### config.mk
export PLATFORM = sky130hd
export DESIGN_NAME = alu_fault_monitor_flat
export DESIGN_NICKNAME = d
export VERILOG_FILES = /design/src/rtl/alu_fault_monitor_if.sv /design/src/rtl/alu_fault_monitor.sv /design/src/flat_wrapper.sv
export SDC_FILE = /design/constraint.sdc
export NUM_CORES = 1
export LEC_CHECK = 0
export BUFFER_PORTS_ARGS = -buffer_cell sky130_fd_sc_hd__buf_4
export CORE_AREA = 2 2 94 96
export DETAILED_ROUTE_END_ITERATION = 16
export DIE_AREA = 0 0 96 98
export GPL_TIMING_DRIVEN = 0
export HOLD_SLACK_MARGIN = 0.15
export PLACE_DENSITY = 0.9
export SLEW_MARGIN = 20
export SYNTH_ARGS = -nofsm -noshare
export SYNTH_HDL_FRONTEND = slang
export SYNTH_SLANG_ARGS = --single-unit
### constraint.sdc
create_clock -name clk -period 8.6 [get_ports clk]
set_clock_uncertainty 0.15 [all_clocks]
set_input_delay 0.43 -clock clk [delete_from_list [all_inputs] [get_ports clk]]
set_output_delay 0.43 -clock clk [all_outputs]
set_load 0.02 [all_outputs]
### src/rtl/alu_fault_monitor_if.sv
// Bus bundle between the fault-tolerant ALU commit stage, the fault monitor
// and the downstream writeback consumer.
interface alu_fault_monitor_if;
   logic        res_valid;
   logic [31:0] Result;
   logic        Zero;
   logic        Carry;
   logic        OverFlow;
   logic        Negative;
   logic        fault_in;
   logic        wb_valid;
   logic [31:0] wb_data;
   logic [3:0]  wb_flags;
   logic [7:0]  fault_count;
   logic        spare_sel;
   logic        perm_fault;
   logic [1:0]  mon_state;

   // Upstream side: presents committed results and the fault level.
   modport master (
      output res_valid, Result, Zero, Carry, OverFlow, Negative, fault_in,
      input  wb_valid, wb_data, wb_flags, fault_count, spare_sel, perm_fault, mon_state
   );

   // Monitor side.
   modport slave (
      input  res_valid, Result, Zero, Carry, OverFlow, Negative, fault_in,
      output wb_valid, wb_data, wb_flags, fault_count, spare_sel, perm_fault, mon_state
   );
endinterface

### src/rtl/alu_fault_monitor.sv
// ALU fault monitor: registers committed ALU results for writeback, keeps a
// leaky count of fault events and switches permanently to the spare ALU when
// the count reaches THRESH. Leak: one decrement per WINDOW clean results.
module alu_fault_monitor #(
   parameter int THRESH = 4,
   parameter int WINDOW = 64
) (
   input  logic                 clk,
   input  logic                 rst,
   alu_fault_monitor_if.slave   bus
);

   typedef enum logic [1:0] {
      ST_NORMAL   = 2'b00,
      ST_DEGRADED = 2'b01,
      ST_SWITCH   = 2'b10,
      ST_SPARE    = 2'b11
   } mon_state_e;

   localparam logic [7:0]  THRESH_C = 8'(THRESH);
   localparam logic [15:0] WINDOW_C = 16'(WINDOW);

   mon_state_e  state_r;
   mon_state_e  state_s;
   logic        fault_prev_r;
   logic        fault_edge_s;
   logic [15:0] leak_cnt_r;
   logic [15:0] leak_cnt_s;
   logic [15:0] leak_inc_s;
   logic [7:0]  fault_cnt_r;
   logic [7:0]  fault_cnt_s;
   logic        wb_valid_r;
   logic [31:0] wb_data_r;
   logic [3:0]  wb_flags_r;
   logic        spare_sel_r;
   logic        perm_fault_r;

   // Fault edge detection and leaky counter update; a counted fault beats a leak expiry.
   always_comb begin
      fault_edge_s = bus.fault_in & ~fault_prev_r;
      leak_inc_s   = leak_cnt_r + 16'd1;
      fault_cnt_s  = fault_cnt_r;
      leak_cnt_s   = leak_cnt_r;
      if (fault_edge_s) begin
         leak_cnt_s = 16'd0;
         if (fault_cnt_r != 8'hFF) begin
            fault_cnt_s = fault_cnt_r + 8'd1;
         end else begin
            fault_cnt_s = fault_cnt_r;
         end
      end else if (bus.res_valid) begin
         if (leak_inc_s == WINDOW_C) begin
            leak_cnt_s = 16'd0;
            if (fault_cnt_r != 8'd0) begin
               fault_cnt_s = fault_cnt_r - 8'd1;
            end else begin
               fault_cnt_s = fault_cnt_r;
            end
         end else begin
            leak_cnt_s = leak_inc_s;
         end
      end else begin
         leak_cnt_s  = leak_cnt_r;
         fault_cnt_s = fault_cnt_r;
      end
   end

   // Next-state logic, evaluated on the updated fault count.
   always_comb begin
      state_s = state_r;
      case (state_r)
         ST_NORMAL, ST_DEGRADED: begin
            if (fault_cnt_s >= THRESH_C) begin
               state_s = ST_SWITCH;
            end else if (fault_cnt_s != 8'd0) begin
               state_s = ST_DEGRADED;
            end else begin
               state_s = ST_NORMAL;
            end
         end
         ST_SWITCH: state_s = ST_SPARE;
         ST_SPARE:  state_s = ST_SPARE;
         default:   state_s = ST_NORMAL;
      endcase
   end

   // State, counters and fault history registers.
   always_ff @(posedge clk or posedge rst) begin
      if (rst) begin
         state_r      <= ST_NORMAL;
         fault_prev_r <= 1'b0;
         leak_cnt_r   <= 16'd0;
         fault_cnt_r  <= 8'd0;
      end else begin
         state_r      <= state_s;
         fault_prev_r <= bus.fault_in;
         leak_cnt_r   <= leak_cnt_s;
         fault_cnt_r  <= fault_cnt_s;
      end
   end

   // Writeback capture; the result that would land in the SWITCH cycle is dropped.
   always_ff @(posedge clk or posedge rst) begin
      if (rst) begin
         wb_valid_r <= 1'b0;
         wb_data_r  <= 32'd0;
         wb_flags_r <= 4'd0;
      end else if (bus.res_valid && (state_s != ST_SWITCH)) begin
         wb_valid_r <= 1'b1;
         wb_data_r  <= bus.Result;
         wb_flags_r <= {bus.Negative, bus.OverFlow, bus.Carry, bus.Zero};
      end else begin
         wb_valid_r <= 1'b0;
      end
   end

   // Sticky spare-select and permanent-fault flags, raised on SPARE entry.
   always_ff @(posedge clk or posedge rst) begin
      if (rst) begin
         spare_sel_r  <= 1'b0;
         perm_fault_r <= 1'b0;
      end else if (state_s == ST_SPARE) begin
         spare_sel_r  <= 1'b1;
         perm_fault_r <= 1'b1;
      end else begin
         spare_sel_r  <= spare_sel_r;
         perm_fault_r <= perm_fault_r;
      end
   end

   assign bus.wb_valid    = wb_valid_r;
   assign bus.wb_data     = wb_data_r;
   assign bus.wb_flags    = wb_flags_r;
   assign bus.fault_count = fault_cnt_r;
   assign bus.spare_sel   = spare_sel_r;
   assign bus.perm_fault  = perm_fault_r;
   assign bus.mon_state   = state_r;

endmodule

### src/flat_wrapper.sv
// flat-port wrapper written by rule: the top's interface ports become plain ports
module alu_fault_monitor_flat 
#(
   parameter int THRESH = 4,
   parameter int WINDOW = 64
)
  (clk, rst, bus_res_valid, bus_Result, bus_Zero, bus_Carry, bus_OverFlow, bus_Negative, bus_fault_in, bus_wb_valid, bus_wb_data, bus_wb_flags, bus_fault_count, bus_spare_sel, bus_perm_fault, bus_mon_state);
  alu_fault_monitor_if bus_i ();
  input  logic clk;
  input  logic rst;
  input wire logic [$bits(bus_i.res_valid)-1:0] bus_res_valid;
  input wire logic [$bits(bus_i.Result)-1:0] bus_Result;
  input wire logic [$bits(bus_i.Zero)-1:0] bus_Zero;
  input wire logic [$bits(bus_i.Carry)-1:0] bus_Carry;
  input wire logic [$bits(bus_i.OverFlow)-1:0] bus_OverFlow;
  input wire logic [$bits(bus_i.Negative)-1:0] bus_Negative;
  input wire logic [$bits(bus_i.fault_in)-1:0] bus_fault_in;
  output wire logic [$bits(bus_i.wb_valid)-1:0] bus_wb_valid;
  output wire logic [$bits(bus_i.wb_data)-1:0] bus_wb_data;
  output wire logic [$bits(bus_i.wb_flags)-1:0] bus_wb_flags;
  output wire logic [$bits(bus_i.fault_count)-1:0] bus_fault_count;
  output wire logic [$bits(bus_i.spare_sel)-1:0] bus_spare_sel;
  output wire logic [$bits(bus_i.perm_fault)-1:0] bus_perm_fault;
  output wire logic [$bits(bus_i.mon_state)-1:0] bus_mon_state;
  assign bus_i.res_valid = bus_res_valid;
  assign bus_i.Result = bus_Result;
  assign bus_i.Zero = bus_Zero;
  assign bus_i.Carry = bus_Carry;
  assign bus_i.OverFlow = bus_OverFlow;
  assign bus_i.Negative = bus_Negative;
  assign bus_i.fault_in = bus_fault_in;
  assign bus_wb_valid = bus_i.wb_valid;
  assign bus_wb_data = bus_i.wb_data;
  assign bus_wb_flags = bus_i.wb_flags;
  assign bus_fault_count = bus_i.fault_count;
  assign bus_spare_sel = bus_i.spare_sel;
  assign bus_perm_fault = bus_i.perm_fault;
  assign bus_mon_state = bus_i.mon_state;
  alu_fault_monitor #(.THRESH(THRESH), .WINDOW(WINDOW)) u_core (.clk(clk), .rst(rst), .bus(bus_i));
endmodule
=== Word level (Yosys, flattened, before mapping) ===
Index checks and enable logic that the tools add are counted.

* Muxes and demuxes: 12
* Magnitude comparators: 1
* Add/subtract/negate cells: 3
* Bitwise operators: 2
* Reduce and logical (&&, ||, !) cells: 7
* Eq/ne operators: 7

{| class="wikitable"
|+ Operators by type and width
! cell !! count
|-
| 16-bit two-way mux || 3
|-
| 8-bit two-way mux || 5
|-
| 16-bit by 1-bit adder with 16-bit output (second input constant) || 1
|-
| 16-bit by 7-bit equality test with 1-bit output (second input constant) || 1
|-
| 8-bit nonzero test || 2
|-
| 8-bit by 1-bit adder with 8-bit output (second input constant) || 1
|-
| 8-bit by 3-bit >= comparator with 1-bit output (second input constant) || 1
|-
| 8-bit != test (second input constant) || 1
|-
| 8-bit by 1-bit subtractor with 8-bit output (second input constant) || 1
|-
| 2-bit equality test (second input constant) || 3
|-
| 2-bit case mux with 2 select lines || 1
|-
| 2-bit OR reduction || 2
|-
| 2-bit by 1-bit equality test with 1-bit output (second input constant) || 1
|-
| 2-bit zero test || 1
|-
| 1-bit two-way mux || 2
|-
| 2-bit two-way mux || 1
|-
| 2-bit != test (second input constant) || 1
|-
| 2-bit nonzero test || 1
|-
| 1-bit AND || 1
|-
| 1-bit logical AND || 1
|-
| 1-bit NOT || 1
|}

* Logic and storage cells: 40
* Output and inout bits: 49
* Register bits: 65

=== Longest topological paths before layout ===
* Word-level depth: 12
* Gate-level depth with buffers: 13
* Gate-level depth less buffers: 10

=== Worst setup path before layout ===
No wires, ideal clock.

* Path type: reg2reg
* Start point: register u_core.leak_cnt_r[0]
* End point: register u_core.wb_data_r[21] (netlist: u_core.bus.wb_data[21])
* Library setup time: 0.128 ns
* Data arrival time: 3.141 ns
* Clock period less this slack: 3.418 ns
* Cell stages (with the launch flop): 14
* Required time: 8.322 ns
* Path buffers: 3
* Path slack: 5.182 ns
* Cell sequence: dfrtp_1 ha_1 buf_2 nand3_1 nor4_2 nand3_1 a211oi_4 a21oi_1 or3_1 or3_1 buf_2 buf_6 a222oi_1 nand2_1

* Cells in the longest elaborated chain, start to end: 11

{| class="wikitable"
|+ Ends and longest elaborated chain
! element !! RTL line !! source
|-
| start, declared || alu_fault_monitor.sv:27 || <nowiki>logic [15:0] leak_cnt_r;</nowiki>
|-
| start signal, assigned || alu_fault_monitor.sv:97 || <nowiki>leak_cnt_r <= leak_cnt_s;</nowiki>
|-
| 16-bit by 1-bit adder with 16-bit output * || alu_fault_monitor.sv:41 || <nowiki>leak_inc_s = leak_cnt_r + 16'd1;</nowiki>
|-
| 16-bit by 7-bit equality test with 1-bit output * || alu_fault_monitor.sv:52 || <nowiki>if (leak_inc_s == WINDOW_C) begin</nowiki>
|-
| 8-bit two-way mux * || alu_fault_monitor.sv:52 ||
|-
| 8-bit two-way mux * || alu_fault_monitor.sv:51 || <nowiki>end else if (bus.res_valid) begin</nowiki>
|-
| 8-bit two-way mux * || alu_fault_monitor.sv:44 || <nowiki>if (fault_edge_s) begin</nowiki>
|-
| branches (longest 2 deep; another with 8-bit by 3-bit >= comparator with 1-bit output) || - ||
|-
| 2-bit two-way mux * || alu_fault_monitor.sv:73 || <nowiki>if (fault_cnt_s >= THRESH_C) begin</nowiki>
|-
| 2-bit case mux with 2 select lines * || alu_fault_monitor.sv:71 || <nowiki>case (state_r)</nowiki>
|-
| 2-bit != test * || alu_fault_monitor.sv:108 || <nowiki>end else if (bus.res_valid && (state_s != ST_SWITCH)) begin</nowiki>
|-
| 1-bit logical AND * || alu_fault_monitor.sv:108 ||
|-
| end signal, assigned || alu_fault_monitor.sv:110 || <nowiki>wb_data_r <= bus.Result;</nowiki>
|-
| end, declared || alu_fault_monitor.sv:33 || <nowiki>logic [31:0] wb_data_r;</nowiki>
|}

Every way passes the cells marked *.
A chain may end at the register's enable or synchronous reset.

=== Worst setup path in the final report ===
* Start point: register u_core.leak_cnt_r[0]
* End point: register u_core.wb_data_r[18] (netlist: u_core.bus.wb_data[18])

The elaborated chain is that of the path after synthesis.

==> summary.md <==
| Metric | Value |
|---|---|
| Filler cells | between 600 and 700 |
| Gr usage total | 29.0% |
| Area after DPL | 5360 µm² |
| Hold Path Depth | 3 |
| Clk Latency, worst-skew pair | 0.34 ns |
| Cell area after layout | between 5000 and 6000 µm² |
| Crit path time final | 4.07 ns |
| Area grow syn2layout | 22.1% |
| Min-Delay Path Class | in2reg |
| Worst setup margin | 4.53 ns |
| Pint | approximately 0.00075 W |
| FF+latch count, synth | 65 |
| Reg area | about 1600 µm² |
| Pre-CTS setup slack | roughly 4.6 ns |
| ANT nets after route | 0 |
| Dpl hpwl | 9.21 mm |
| Drt first-iter violations | 419 |
| ANT cells | 0 |
| Seq pwr share | approximately a third |
| Post-cts resize count | 0 |
| Worst vdd ir | 0.148 mV |
| Max_cap viols | 0 |
| Critical path's slowest cell | dfrtp_1 |
| CP Class | reg2reg |
| Worst setup SP type | flop |
| Synth Flop Type | dfrtp_1 |
| IO Port Bufs | a little under 90 |
| Final Wtd Congestion | ~0.94 |
| Die height | roughly 98 µm |
| Combinational Power Share | 50.0% |
| RR Endpoint | u_core.bus.wb_data[18]$_DFFE_PP0P_ |
| Post-synth EDFFs | 0 |
| Fin. Hold Viols | 0 |
| Worst Path Arrival | 4.14 ns |
| Fin. max-slew vios | 0 |
| RSZ-0062 raised after global routing | false |
| Multi-input logic area | 2590 µm² |
| Post-synthesis sequential area ratio | 35.8% |
| Pwr Total | 0.00132 W |
| CP endpoint kind | flop |
| Clock transition at path regs | 0.07 ns |
| First-pass GRT wire length | approximately 22 mm |
| Sw Pwr | 0.000569 W |
| DRC | 0 |
| Vias/cell | 6.41 |
| Cts bufs inserted | 9 |
| CP peak stage delay | 0.47 ns |
| Max Clk Rate | 246 MHz |
| Worst-margin pin slew | between 0.6 and 0.7 ns |
| Yosys top cell by area | dfrtp_1 |
| Core Rows | 34 |
| Core area | ~8500 µm² |
| Critical Path RT | 8.67 ns |
| Avg Synthesized Cell Area | around 8.4 µm² |
| Die area | 9410 µm² |
| Worst-path fanout max | 10 |
| Reg2reg path depth | 13 |
| Status | finished clean |
| Yosys cell types | between 50 and 60 |
| Mapped cell area | ~4500 µm² |
| DR vias | 4827 |
| Reg-to-reg slack, setup | 4.53 ns |
| PD cells | 239 nW/µm² |
| Top-area cell type share of the netlist area | between 30% and 40% |
| Pre-antenna DRT Iters | 6 |
| Post-Route WL | 13.0 mm |
| Gr ovfl total | 0 |
| Switching power share of the total | 43.0% |
| Ys Warns | 0 |
| Largest net degree at the start of global routing | 51 |
| Source of the worst hold timing path | bus_Result[0] |
| Mapped Cells | 540 |
| Layout cells sized above 1 | about a fifth |
| WL/cell | 17.3 µm |
| Vias in the first global route | 4733 |
| Nets | 684 |
| Root Buffer | clkbuf_8 |
| Sink Count | 65 |
| LEAKAGE | roughly 2.4 nW |
| Ports | 89 |
| Final worst-path cycle share | 47.3% |
| Initial antenna violation count | 0 |
| Worst Hold Endpoint | u_core.bus.wb_data[0]$_DFFE_PP0P_ |
| Net count after synthesis | ~580 |
| Final setup violating endpoints | 0 |
| Async SR Flop Fraction | 100% |
| Setup_tns | 0 ns |
| Initial core utilization | 53.6% |
| CP cell instances | ha_1, buf_2, nand3_1, nor4_2, nand3_1, a211oi_4, a21oi_1, or3_1, or3_1, buf_2, buf_6, a222oi_1, nand2_1 |
| Worst Hold Slack | 0.182 ns |
| Clock Power Share | between 10% and 20% |
| Clock tree from TritonCTS | done |
| H-Tree Depth | 3 |
| Longest Clk Path Bufs | 2 |
| Slew margin rel. | 57.3% |
| Die span in x | 96 µm |
| FF-to-FF Start | u_core.leak_cnt_r[0]$_DFFE_PP0P_ |
| Most frequent cells in the layout | 91 x nand2_1, 91 x buf_4, 65 x dfrtp_1 |
| Ranking of synthesized cells by area | dfrtp_1 36%, nand2_1 7.5%, mux2i_1 6.6%, a222oi_1 5.5%, nor4_1 5.2% |
Yosys cell counts (2+ instances only):
| cell type | count |
|---|---|
| dfrtp_1 | 65 |
| o21a_1 | 2 |
| nor2_1 | 30 |
| nor4b_1 | 2 |
| and4_1 | 4 |
| buf_6 | 5 |
| a21oi_1 | 8 |
| nand2b_1 | 6 |
| o21ai_0 | 20 |
| ha_1 | 3 |
| xnor2_1 | 4 |
| o41ai_1 | 2 |
| buf_2 | 6 |
| inv_1 | 17 |
| buf_1 | 2 |
| o22ai_1 | 11 |
| buf_4 | 4 |
| mux2i_1 | 30 |
| nor3_2 | 2 |
| a31oi_1 | 12 |
| and3_1 | 5 |
| or4_1 | 3 |
| clkbuf_1 | 34 |
| nand3_1 | 12 |
| a21o_1 | 2 |
| xor2_1 | 6 |
| nor2b_1 | 29 |
| nor3_1 | 3 |
| nor4_1 | 38 |
| nand4_1 | 9 |
| or3_1 | 8 |
| a222oi_1 | 25 |
| o31ai_1 | 5 |
| nand2_1 | 91 |
| and2_1 | 4 |
| o311ai_1 | 11 |
through the flow:
| step | cells | util [%] |
|---|---|---|
| after floorplan | 540 | - |
| after global placement | 735 | 62.9 |
| after detailed placement | 736 | 63.3 |
| after CTS | 753 | 65.4 |
| after global routing | 753 | 65.4 |
| final | 753 | 65.4 |
registers in the layout (all words and copies together), names as in the netlist:
register and count:
u_core.bus.wb_valid 1, u_core.bus.mon_state 2, u_core.bus.wb_data 32, u_core.bus.wb_flags 4
u_core.fault_prev_r 1, u_core.bus.perm_fault 1, u_core.bus.fault_count 8, u_core.leak_cnt_r 16
kinds of logic after synthesis:
logic type	count (synthesis)	synth area share, %
AO/OA/AOI/OAI	109	18.1
flip-flops	65	35.8
buffers and inverters	69	7.03
multiplexers	31	6.86
AND/OR/NAND/NOR	253	29.4
XOR/XNOR	10	1.93
adder cells (fa/ha/maj)	3	0.827
metal layers:
metal  vias to the layer above  GRT usage, %  share of wire [%]
met5                         -             0                  0
met4                         0          10.5                1.6
met3                        31          7.64                8.8
met2                       238          46.5                 49
met1                      2338          37.4                 41
li1                       2220             -                  -
how the worst max path moves through the flow:
stage	start	endpoint	slack (ns)	cells after the start
global placement	u_core.leak_cnt_r[0]$_DFFE_PP0P_	u_core.bus.wb_data[15]$_DFFE_PP0P_	4.74	13
global route	u_core.leak_cnt_r[0]$_DFFE_PP0P_	u_core.bus.wb_data[8]$_DFFE_PP0P_	4.14	13
CTS	u_core.leak_cnt_r[0]$_DFFE_PP0P_	u_core.bus.wb_data[8]$_DFFE_PP0P_	4.58	13
finish	u_core.leak_cnt_r[0]$_DFFE_PP0P_	u_core.bus.wb_data[18]$_DFFE_PP0P_	4.53	13
floorplan	u_core.leak_cnt_r[0]$_DFFE_PP0P_	u_core.bus.wb_data[21]$_DFFE_PP0P_	5.18	13
detailed placement	u_core.leak_cnt_r[0]$_DFFE_PP0P_	u_core.bus.wb_data[13]$_DFFE_PP0P_	4.60	13
worst max-delay path, delay by kind of cell, from the launching register on:
family,cells,cell delay [ns]
simple gates,6,1.73
flops,1,0.47
fa+ha+maj,1,0.18
buf+inv,3,0.57
compound gates,3,0.84
final cells by class:
cell class / instances / share of cell area, %
sequential: 65 / 29.4
inverter: 18 / 1.26
clock buffer: 12 / 2.62
tap: 108 / 2.44
clock inverter: 3 / 0.316
multi-input combinational: 406 / 46.8
timing repair buffer: 90 / 12.6
buffer: 51 / 4.54
power by group through the flow:
| stage | clock network, W | logic, W | registers, W |
|---|---|---|---|
| final | 0.000232 | 0.000661 | 0.000429 |
| after global routing | 0.000246 | 0.000712 | 0.000438 |
| after CTS | 0.000232 | 0.000654 | 0.000427 |
| after detailed placement | 0 | 0.000651 | 0.000431 |
| after global placement | 0 | 0.000635 | 0.000428 |
| after floorplan | 0 | 0.000380 | 0.000490 |
timing repair:
| item | in CTS | in global routing |
|---|---|---|
| buffers inserted | 0 | 0 |
| hold buffers | 2 | 0 |
| endpoints found under the hold margin | 16 | 0 |
(Power assumes the default switching activity.)
